## config.mk

```make
export PLATFORM = sky130hd
export DESIGN_NAME = rx_symbol_aligner
export DESIGN_NICKNAME = d
export VERILOG_FILES = /design/src/rtl/rx_phy_pkg.sv /design/src/rtl/rx_align_lock_fsm.sv /design/src/rtl/rx_symbol_aligner.sv
export SDC_FILE = /design/constraint.sdc
export NUM_CORES = 1
export LEC_CHECK = 0
export ABC_AREA = 1
export BUFFER_PORTS_ARGS = -buffer_cell sky130_fd_sc_hd__buf_2
export CAP_MARGIN = 30
export CORE_MARGIN = 10
export CORE_UTILIZATION = 63
export CTS_BUF_LIST = sky130_fd_sc_hd__clkbuf_4
export DETAILED_ROUTE_END_ITERATION = 16
export GPL_ROUTABILITY_DRIVEN = 0
export PLACE_DENSITY = 0.87
export SETUP_SLACK_MARGIN = 0.02
export SLEW_MARGIN = 20
export SYNTH_ARGS = -nofsm -noshare
export SYNTH_HDL_FRONTEND = slang
export SYNTH_SLANG_ARGS = --single-unit
```

## constraint.sdc

```tcl
create_clock -name clk -period 4.8 [get_ports clk]
set_input_delay 0.96 -clock clk [delete_from_list [all_inputs] [get_ports clk]]
set_output_delay 0.96 -clock clk [all_outputs]
set_load 0.01 [all_outputs]
```

## src/rtl/rx_phy_pkg.sv

```systemverilog
// Shared receive-PHY definitions: alignment lock states and the two 8b/10b
// comma code groups.
package rx_phy_pkg;

  localparam int SYM_W_DEFAULT = 10;

  localparam logic [9:0] COMMA_POS = 10'h0FA;
  localparam logic [9:0] COMMA_NEG = 10'h305;

  typedef enum logic [1:0] {
    UNLOCKED = 2'd0,
    ALIGNING = 2'd1,
    LOCKED   = 2'd2
  } align_state_e;

endpackage

```

## src/rtl/rx_align_lock_fsm.sv

```systemverilog
// Symbol-alignment lock FSM with hysteresis: counts aligned commas to gain
// lock, tolerates a few off-boundary commas, and drops lock on a long silence.
module rx_align_lock_fsm
  import rx_phy_pkg::*;
#(
  parameter int LOCK_COMMAS  = 4,
  parameter int LOSS_LIMIT   = 3,
  parameter int TIMEOUT_SYMS = 64
) (
  input  logic         clk,
  input  logic         rst_n,
  input  logic         aligned_comma,
  input  logic         off_comma,
  input  logic         boundary,
  output logic         realign,
  output logic         locked,
  output align_state_e state
);

  localparam int CC_W = $clog2(LOCK_COMMAS + 1);
  localparam int MC_W = $clog2(LOSS_LIMIT + 1);
  localparam int TC_W = $clog2(TIMEOUT_SYMS + 1);

  localparam logic [CC_W-1:0] CC_ONE  = CC_W'(1);
  localparam logic [CC_W-1:0] CC_LAST = CC_W'(LOCK_COMMAS - 1);
  localparam logic [MC_W-1:0] MC_ONE  = MC_W'(1);
  localparam logic [MC_W-1:0] MC_LAST = MC_W'(LOSS_LIMIT - 1);
  localparam logic [TC_W-1:0] TC_ONE  = TC_W'(1);
  localparam logic [TC_W-1:0] TC_LIM  = TC_W'(TIMEOUT_SYMS);

  align_state_e    state_q, state_d;
  logic [CC_W-1:0] comma_cnt_q, comma_cnt_d;
  logic [MC_W-1:0] miss_cnt_q, miss_cnt_d;
  logic [TC_W-1:0] tmo_cnt_q, tmo_cnt_d;
  logic [TC_W-1:0] tmo_next;
  logic            locked_q, locked_d;

  always_comb begin
    state_d     = state_q;
    comma_cnt_d = comma_cnt_q;
    miss_cnt_d  = miss_cnt_q;
    tmo_cnt_d   = tmo_cnt_q;
    realign     = 1'b0;
    tmo_next    = (tmo_cnt_q == TC_LIM) ? tmo_cnt_q : tmo_cnt_q + TC_ONE;

    case (state_q)
      UNLOCKED: begin
        // No boundary exists yet, so every comma arrives as off-boundary.
        if (off_comma) begin
          realign     = 1'b1;
          state_d     = ALIGNING;
          comma_cnt_d = CC_ONE;
          miss_cnt_d  = '0;
          tmo_cnt_d   = '0;
        end
      end
      ALIGNING: begin
        if (off_comma) begin
          realign     = 1'b1;
          comma_cnt_d = CC_ONE;
          tmo_cnt_d   = '0;
        end else if (aligned_comma) begin
          comma_cnt_d = comma_cnt_q + CC_ONE;
          tmo_cnt_d   = '0;
          if (comma_cnt_q == CC_LAST) begin
            state_d    = LOCKED;
            miss_cnt_d = '0;
          end
        end else if (boundary) begin
          if (tmo_next == TC_LIM) begin
            state_d     = UNLOCKED;
            comma_cnt_d = '0;
            miss_cnt_d  = '0;
            tmo_cnt_d   = '0;
          end else begin
            tmo_cnt_d = tmo_next;
          end
        end
      end
      LOCKED: begin
        if (aligned_comma) begin
          miss_cnt_d = '0;
          tmo_cnt_d  = '0;
        end else if (off_comma) begin
          if (miss_cnt_q == MC_LAST) begin
            realign     = 1'b1;
            state_d     = ALIGNING;
            comma_cnt_d = CC_ONE;
            miss_cnt_d  = '0;
            tmo_cnt_d   = '0;
          end else begin
            miss_cnt_d = miss_cnt_q + MC_ONE;
          end
        end else if (boundary) begin
          if (tmo_next == TC_LIM) begin
            state_d     = UNLOCKED;
            comma_cnt_d = '0;
            miss_cnt_d  = '0;
            tmo_cnt_d   = '0;
          end else begin
            tmo_cnt_d = tmo_next;
          end
        end
      end
      default: begin
        state_d     = UNLOCKED;
        comma_cnt_d = '0;
        miss_cnt_d  = '0;
        tmo_cnt_d   = '0;
      end
    endcase

    locked_d = (state_d == LOCKED);
  end

  always_ff @(posedge clk or negedge rst_n) begin
    if (!rst_n) begin
      state_q     <= UNLOCKED;
      comma_cnt_q <= '0;
      miss_cnt_q  <= '0;
      tmo_cnt_q   <= '0;
      locked_q    <= 1'b0;
    end else begin
      state_q     <= state_d;
      comma_cnt_q <= comma_cnt_d;
      miss_cnt_q  <= miss_cnt_d;
      tmo_cnt_q   <= tmo_cnt_d;
      locked_q    <= locked_d;
    end
  end

  assign locked = locked_q;
  assign state  = state_q;

endmodule

```

## src/rtl/rx_symbol_aligner.sv

```systemverilog
// Sets the 10-bit symbol boundary from comma pulses and emits aligned symbols
// with a valid strobe once the lock FSM reports LOCKED.
module rx_symbol_aligner
  import rx_phy_pkg::*;
#(
  parameter int SYM_W        = SYM_W_DEFAULT,
  parameter int LOCK_COMMAS  = 4,
  parameter int LOSS_LIMIT   = 3,
  parameter int TIMEOUT_SYMS = 64
) (
  input  logic             clk,
  input  logic             rst_n,
  input  logic [SYM_W-1:0] data_window,
  input  logic             comma_pulse_in,
  output logic [SYM_W-1:0] sym_out,
  output logic             sym_valid,
  output logic             sym_is_comma,
  output logic             locked,
  output logic             realign_pulse
);

  localparam int PH_W = $clog2(SYM_W);
  localparam logic [PH_W-1:0] PH_ONE  = PH_W'(1);
  localparam logic [PH_W-1:0] PH_LAST = PH_W'(SYM_W - 1);

  logic [PH_W-1:0]  phase_q, phase_d;
  logic [SYM_W-1:0] sym_out_q, sym_out_d;
  logic             sym_valid_q, sym_valid_d;
  logic             sym_is_comma_q, sym_is_comma_d;
  logic             realign_pulse_q, realign_pulse_d;

  align_state_e state;
  logic         boundary, aligned_comma, off_comma, realign, capture;

  assign boundary      = (phase_q == '0) && (state != UNLOCKED);
  assign aligned_comma = comma_pulse_in && boundary;
  assign off_comma     = comma_pulse_in && !boundary;

  rx_align_lock_fsm #(
    .LOCK_COMMAS (LOCK_COMMAS),
    .LOSS_LIMIT  (LOSS_LIMIT),
    .TIMEOUT_SYMS(TIMEOUT_SYMS)
  ) u_fsm (
    .clk          (clk),
    .rst_n        (rst_n),
    .aligned_comma(aligned_comma),
    .off_comma    (off_comma),
    .boundary     (boundary),
    .realign      (realign),
    .locked       (locked),
    .state        (state)
  );

  // The realigning comma is phase 0, so the register takes 1 on that edge.
  always_comb begin
    phase_d = (phase_q == PH_LAST) ? '0 : phase_q + PH_ONE;
    if (realign) begin
      phase_d = PH_ONE;
    end
  end

  assign capture = boundary && (state == LOCKED);

  always_comb begin
    sym_out_d       = capture ? data_window : sym_out_q;
    sym_valid_d     = capture;
    sym_is_comma_d  = capture && comma_pulse_in;
    realign_pulse_d = realign;
  end

  always_ff @(posedge clk or negedge rst_n) begin
    if (!rst_n) begin
      phase_q         <= '0;
      sym_out_q       <= '0;
      sym_valid_q     <= 1'b0;
      sym_is_comma_q  <= 1'b0;
      realign_pulse_q <= 1'b0;
    end else begin
      phase_q         <= phase_d;
      sym_out_q       <= sym_out_d;
      sym_valid_q     <= sym_valid_d;
      sym_is_comma_q  <= sym_is_comma_d;
      realign_pulse_q <= realign_pulse_d;
    end
  end

  assign sym_out       = sym_out_q;
  assign sym_valid     = sym_valid_q;
  assign sym_is_comma  = sym_is_comma_q;
  assign realign_pulse = realign_pulse_q;

endmodule

```

Word-level counts from Yosys, hierarchy flattened
Index checks and enable logic that the tools add are counted.
{"block": "word_totals", "reg_bits": 32, "latchBits": 0, "mem_bits_rw": 0, "rom_bits": 0, "input_bits": 13, "out_inout_bits": 14, "elab_cells": 87, "memories": 0}
{"block": "classes", "addsub": 4, "mul": 0, "div": 0, "n_lt_le_gt_ge": 0, "eq_ne": 14, "shifts": 0, "n_mux": 46, "bitwise": 0, "n_reduce_logical": 13}
{"op": "7-bit 2-to-1 mux", "count": 9}
{"op": "2-bit 2-to-1 mux", "count": 18}
{"op": "3-bit 2-to-1 mux", "count": 8}
{"op": "7-bit case mux with 3 select lines", "count": 1}
{"op": "7-bit == test (second input constant)", "count": 2}
{"op": "2-bit case mux with 3 select lines", "count": 2}
{"op": "3-bit case mux with 3 select lines", "count": 1}
{"op": "4-bit 2-to-1 mux", "count": 2}
{"op": "7-bit by 1-bit adder with 7-bit output (second input constant)", "count": 1}
{"op": "2-bit == test (second input constant)", "count": 3}
{"op": "2-bit != test (second input constant)", "count": 3}
{"op": "3-bit by 2-bit != test with 1-bit output (second input constant)", "count": 2}
{"op": "3-bit AND reduction", "count": 2}
{"op": "1-bit logical AND", "count": 5}
{"op": "4-bit by 1-bit adder with 4-bit output (second input constant)", "count": 1}
{"op": "4-bit == test (second input constant)", "count": 1}
{"op": "4-bit logical NOT", "count": 1}
{"op": "1-bit 2-to-1 mux", "count": 4}
{"op": "4-bit by 3-bit != test with 1-bit output (second input constant)", "count": 1}
{"op": "3-bit by 1-bit adder with 3-bit output (second input constant)", "count": 1}
{"op": "3-bit by 2-bit == test with 1-bit output (second input constant)", "count": 1}
{"op": "2-bit by 1-bit adder with 2-bit output (second input constant)", "count": 1}
{"op": "2-bit by 1-bit == test with 1-bit output (second input constant)", "count": 1}
{"op": "2-bit logical NOT", "count": 1}
{"op": "other kinds (5)", "count": 5}

Depth between registers and ports, before layout
{"block": "logic_depth", "depth_word": 9, "ltp_mapped": 15, "ltp_nobuf": 15}

Hierarchy
Synthesis repeated with hierarchy kept, for this count alone.
{"block": "unflattened", "hier_cells": 279, "area_unflattened_um2": 2048.2}
{"module": "rx_align_lock_fsm", "n_inst": 1, "cells_each": 194, "area_per_inst_um2": 1285.0, "seq_area_each_um2": 375.4}
{"module": "rx_symbol_aligner", "n_inst": 1, "cells_each": 85, "area_per_inst_um2": 763.2, "seq_area_each_um2": 425.4}

Worst setup path before layout
Ideal clock, no wire load.
{"block": "synth_path", "kind": "input port to flip-flop", "start": "input port comma_pulse_in", "end": "register u_fsm.comma_cnt_q[1]", "setup_time_ns": 0.076, "arrival_ns": 1.691, "t_required_ns": 4.724, "setup_slack_ns": 3.033, "path_stages": 7, "n_path_buf": 0, "cell_sequence": "nand4_1 nor2_1 nor2_2 nand2_1 nor2_2 nand3_1 o21ai_1"}
{"block": "synth_between", "elab_chain_len": 4, "word_cells_on_any_way": 11, "cone_classes": "3 x eq/ne; 5 x mux; 3 x reduce/logical"}
{"element": "start: declaration", "line": "rx_symbol_aligner.sv:14", "source": "input logic comma_pulse_in,"}
{"element": "1-bit logical AND, on equally long branches", "line": "rx_symbol_aligner.sv:37, rx_symbol_aligner.sv:36"}
{"element": "3-bit 2-to-1 mux, on equally long branches", "line": "rx_align_lock_fsm.sv:84, rx_align_lock_fsm.sv:62"}
{"element": "3-bit 2-to-1 mux, on equally long branches", "line": "rx_align_lock_fsm.sv:81, rx_align_lock_fsm.sv:58"}
{"element": "3-bit case mux with 3 select lines", "line": "rx_align_lock_fsm.sv:46", "source": "case (state_q)"}
{"element": "end signal: assignment", "line": "rx_align_lock_fsm.sv:125", "source": "comma_cnt_q <= comma_cnt_d;"}
{"element": "end: declaration", "line": "rx_align_lock_fsm.sv:32", "source": "logic [CC_W-1:0] comma_cnt_q, comma_cnt_d;"}
Several ways; a longest one is shown, not always the timed one. The select of a mux whose other input is x is not followed.
A chain may end at the register's enable or synchronous reset.

Final worst setup path
{"block": "layout_path", "start": "register u_fsm.state_q[1] (netlist: u_fsm.state[1])", "end": "register u_fsm.comma_cnt_q[1]"}
{"block": "layout_between", "elab_chain_len": 7, "word_cells_on_any_way": 18, "cone_classes": "5 x eq/ne; 6 x mux; 7 x reduce/logical"}
{"element": "start: declaration", "line": "rx_align_lock_fsm.sv:31", "source": "align_state_e state_q, state_d;"}
{"element": "start signal: assignment", "line": "rx_align_lock_fsm.sv:124", "source": "state_q <= state_d;"}
{"element": "2-bit nonzero test", "line": "rx_symbol_aligner.sv:35", "source": "assign boundary = (phase_q == '0) && (state != UNLOCKED);"}
{"element": "1-bit logical AND", "line": "rx_symbol_aligner.sv:35"}
{"element": "1-bit logical NOT", "line": "rx_symbol_aligner.sv:37", "source": "assign off_comma = comma_pulse_in && !boundary;"}
{"element": "1-bit logical AND", "line": "rx_symbol_aligner.sv:37"}
{"element": "3-bit 2-to-1 mux", "line": "rx_align_lock_fsm.sv:84", "source": "end else if (off_comma) begin"}
{"element": "3-bit 2-to-1 mux", "line": "rx_align_lock_fsm.sv:81", "source": "if (aligned_comma) begin"}
{"element": "3-bit case mux with 3 select lines", "line": "rx_align_lock_fsm.sv:46"}
Several ways; a longest one is shown, not always the timed one. The select of a mux whose other input is x is not followed.

==> results.sh <==
export IMPL_rr_startpoint="u_fsm.state[1]"
export IMPL_pwr_share_comb=0.364
export IMPL_die_w_um=73.8
export IMPL_detail_route_wl_per_cell_um=13.1
export IMPL_path_clk_slew_ns=0.11
export IMPL_hold_viol=0
export IMPL_ys_seq_area_frac=0.439
export IMPL_fill_cells=214
export IMPL_cp_start_kind="flop"
export IMPL_p_sw_frac=0.398
export IMPL_row_count=19
export IMPL_startpoint="u_fsm.state[1]"
export IMPL_rsz0062_at_grt="no"
export IMPL_num_antenna_cells=0
export IMPL_hold_slack_ns=0.482
export IMPL_place_hpwl_um=3000
export IMPL_relSlewSlack=0.545
export IMPL_syn_mean_instance_area_um2=7.66
export IMPL_yosys_warnings=0
export IMPL_crit_slowest_cell="dfrtp_1"
export IMPL_finalSetupTns_ns=0
export IMPL_fin_util=0.744
export IMPL_cp_required_ns=5.07
export IMPL_grt_max_degree=33
export IMPL_crit_buf_inv=2
export IMPL_initialDrtViolationCount=110
export IMPL_power_density_nw_per_um2=431
export IMPL_clk_latency_ns=0.35
export IMPL_fin_skew_ns=0.0115
export IMPL_cpPeakStageDelay_ns=0.46
export IMPL_total_power_w=0.000884
export IMPL_yosysUniqueCellTypes=26
export IMPL_outcome="finished clean"
export IMPL_grt_pass1_vias=1541
export IMPL_gr_total_overflow=0
export IMPL_vias_per_cell=5.34
export IMPL_ctsResizeCount=0
export IMPL_place_area_um2=1970
export IMPL_p_sw_w=0.000352
export IMPL_numClockSinks=32
export IMPL_hold_path_class="flop to flop"
export IMPL_setup_viol=0
export IMPL_start_util=0.662
export IMPL_cts_tree="built"
export IMPL_num_vias=1603
export IMPL_drv_cap=0
export IMPL_p_leak_nw=1.08
export IMPL_nets=290
export IMPL_grt_usage=0.160
export IMPL_netlist_instances=238
export IMPL_finalCritPeriodShare=0.525
export IMPL_period_needed_ns=2.52
export IMPL_arrival_ns=2.79
export IMPL_synth_seq_cells=32
export IMPL_drive_above_1_share=0.193
export IMPL_grt_pass1_wl_um=6920
export IMPL_first_pass_iters=4
export IMPL_design_area_um2=2050
export IMPL_cp_cell_sequence="inv_1, ha_1, nor2_2, nand3_2, nor2_2, inv_1, a21oi_1, nand2_1, nand3_1, nand2_1, o21ai_1"
export IMPL_synth_top_area_frac=0.439
export IMPL_io_buffers=26
export IMPL_clock_root_buffer="clkbuf_4"
export IMPL_worst_pin_slew_ns=0.682
export IMPL_syn_nets=260
export IMPL_critPathMaxFanout=13
export IMPL_num_io_pins=27
export IMPL_drt_antenna_violating_nets=0
export IMPL_cp_end_kind="flop"
export IMPL_synth_area_um2=1820
export IMPL_die_h_um=73.8
export IMPL_routed_wl_um=3930
export IMPL_fmax_ghz=0.397
export IMPL_ir_drop_uv=455
export IMPL_post_cts_buffers=0
export IMPL_synthTopCellsByArea="dfrtp_1 (44%), nand2_1 (15%), inv_1 (7.0%)"
export IMPL_r2r_slack_ns=2.28
export IMPL_area_growth_pct=12.5
export IMPL_fp_coreArea_um2=2760
export IMPL_cts_path_max_buffers=2
export IMPL_hp_start="sym_out[6]"
export IMPL_numCtsBuffers=5
export IMPL_crit_family="simple AND/OR/NAND/NOR gates"
export IMPL_grt_antenna_before_repair=0
export IMPL_p_int_w=0.000532
export IMPL_drc=0
export IMPL_power_share_clock=0.234
export IMPL_synth_largest_area_cell="dfrtp_1"
export IMPL_seqPwrFrac=0.402
export IMPL_die_area_um2=5450
export IMPL_drv_slew=0
export IMPL_crit_type="flop to flop"
export IMPL_h_tree_depth=2
export IMPL_hold_buffers=0
final timing paths:
check | to | cells after the start
setup / recovery | u_fsm.comma_cnt_q[1] | 11
hold reg to reg | sym_out[6] | 2
max in group asynchronous | u_fsm.comma_cnt_q[0] | 1
min in group asynchronous | sym_out[5] | 1
setup reg to reg | u_fsm.comma_cnt_q[1] | 11
hold / removal | sym_out[6] | 2
worst reg2reg max path: stages (launching register included):
cell	delay (ns)
dfrtp_1	0.46
inv_1	0.09
ha_1	0.24
nor2_2	0.16
nand3_2	0.25
nor2_2	0.46
inv_1	0.30
a21oi_1	0.22
nand2_1	0.08
nand3_1	0.09
nand2_1	0.05
o21ai_1	0.06
cells in the mapped netlist (all sizes together):
master   n
nor2    28
ha       9
o211ai   3
nand3   13
nand4    2
a21oi   11
a31oi    1
dfrtp   32
nand3b   1
buf      3
o21bai   1
and3     1
nor3     3
o31ai    1
inv     35
xor2     1
o21ai   15
nand2   75
a211oi   3
sequential cells by signal, summed over array words and instances, names as in the netlist:
name and count:
u_fsm.locked 1, u_fsm.state 2, u_fsm.miss_cnt_q 2, u_fsm.tmo_cnt_q 7
realign_pulse 1, sym_is_comma 1, sym_valid 1, u_fsm.comma_cnt_q 3
phase_q 4, sym_out 10
power groups by stage:
| stage | Clock (W) | Combinational (W) | Sequential, W |
|---|---|---|---|
| after floorplan | 0 | 0.000255 | 0.000352 |
| after global placement | 0 | 0.000311 | 0.000358 |
| after detailed placement | 0 | 0.000319 | 0.000360 |
| after CTS | 0.000212 | 0.000323 | 0.000355 |
| after global routing | 0.000222 | 0.000375 | 0.000363 |
| final | 0.000207 | 0.000322 | 0.000355 |
metal layers:
metal	vias up	share of wire	global-route usage
met5	-	0	0
met4	0	0.015	0.0642
met3	6	0.070	0.0579
met2	48	0.50	0.271
met1	729	0.41	0.177
li1	820	-	-
final cells by class:
cell class	instances	area, um^2	area share
clock buffer	5	37.5	0.0183
clock inverter	3	42.5	0.0207
inverter	35	131	0.0640
multi-input combinational	168	871	0.424
sequential	32	801	0.390
tap	31	38.8	0.0189
timing repair buffer	26	130	0.0634
cells by family (layout without fill, tap and decap cells):
logic type,count (synthesis),after routing,synth area share
and+or+nand+nor,123,123,0.303
buffers and inverters,38,69,0.0837
AOI/OAI and AO/OA,35,35,0.108
DFF,32,32,0.439
adders and majority gates,9,9,0.0617
xor gates and xnor gates,1,1,0.00480
through the flow:
stage	setup slack, ns	cells
2_1_floorplan	3.03	238
3_3_place_gp	2.49	292
3_5_place_dp	2.37	292
4_1_cts	2.30	300
5_1_grt	1.98	300
6_report	2.28	300
cells in the final DEF, fill, tap and decap left out:
cell type   instances
buf_2              26
a211oi_1            3
nand2_1            73
o21bai_1            1
ha_1                9
nand3b_1            1
xor2_1              1
nand2_2             2
a31oi_1             1
dfrtp_1            32
o31ai_1             1
bufinv_16           1
nor2_2              9
o21ai_1             3
inv_2               1
nand3_1             8
nand4_1             2
nor2_1             18
clkbuf_4            5
inv_1              34
nor3_1              3
a21oi_1            11
nand3_2             5
and3_1              1
o21ai_0            12
nor2_4              1
clkinv_2            1
o211ai_1            3
clkinvlp_4          1
Power figures use the tool's default switching activity.
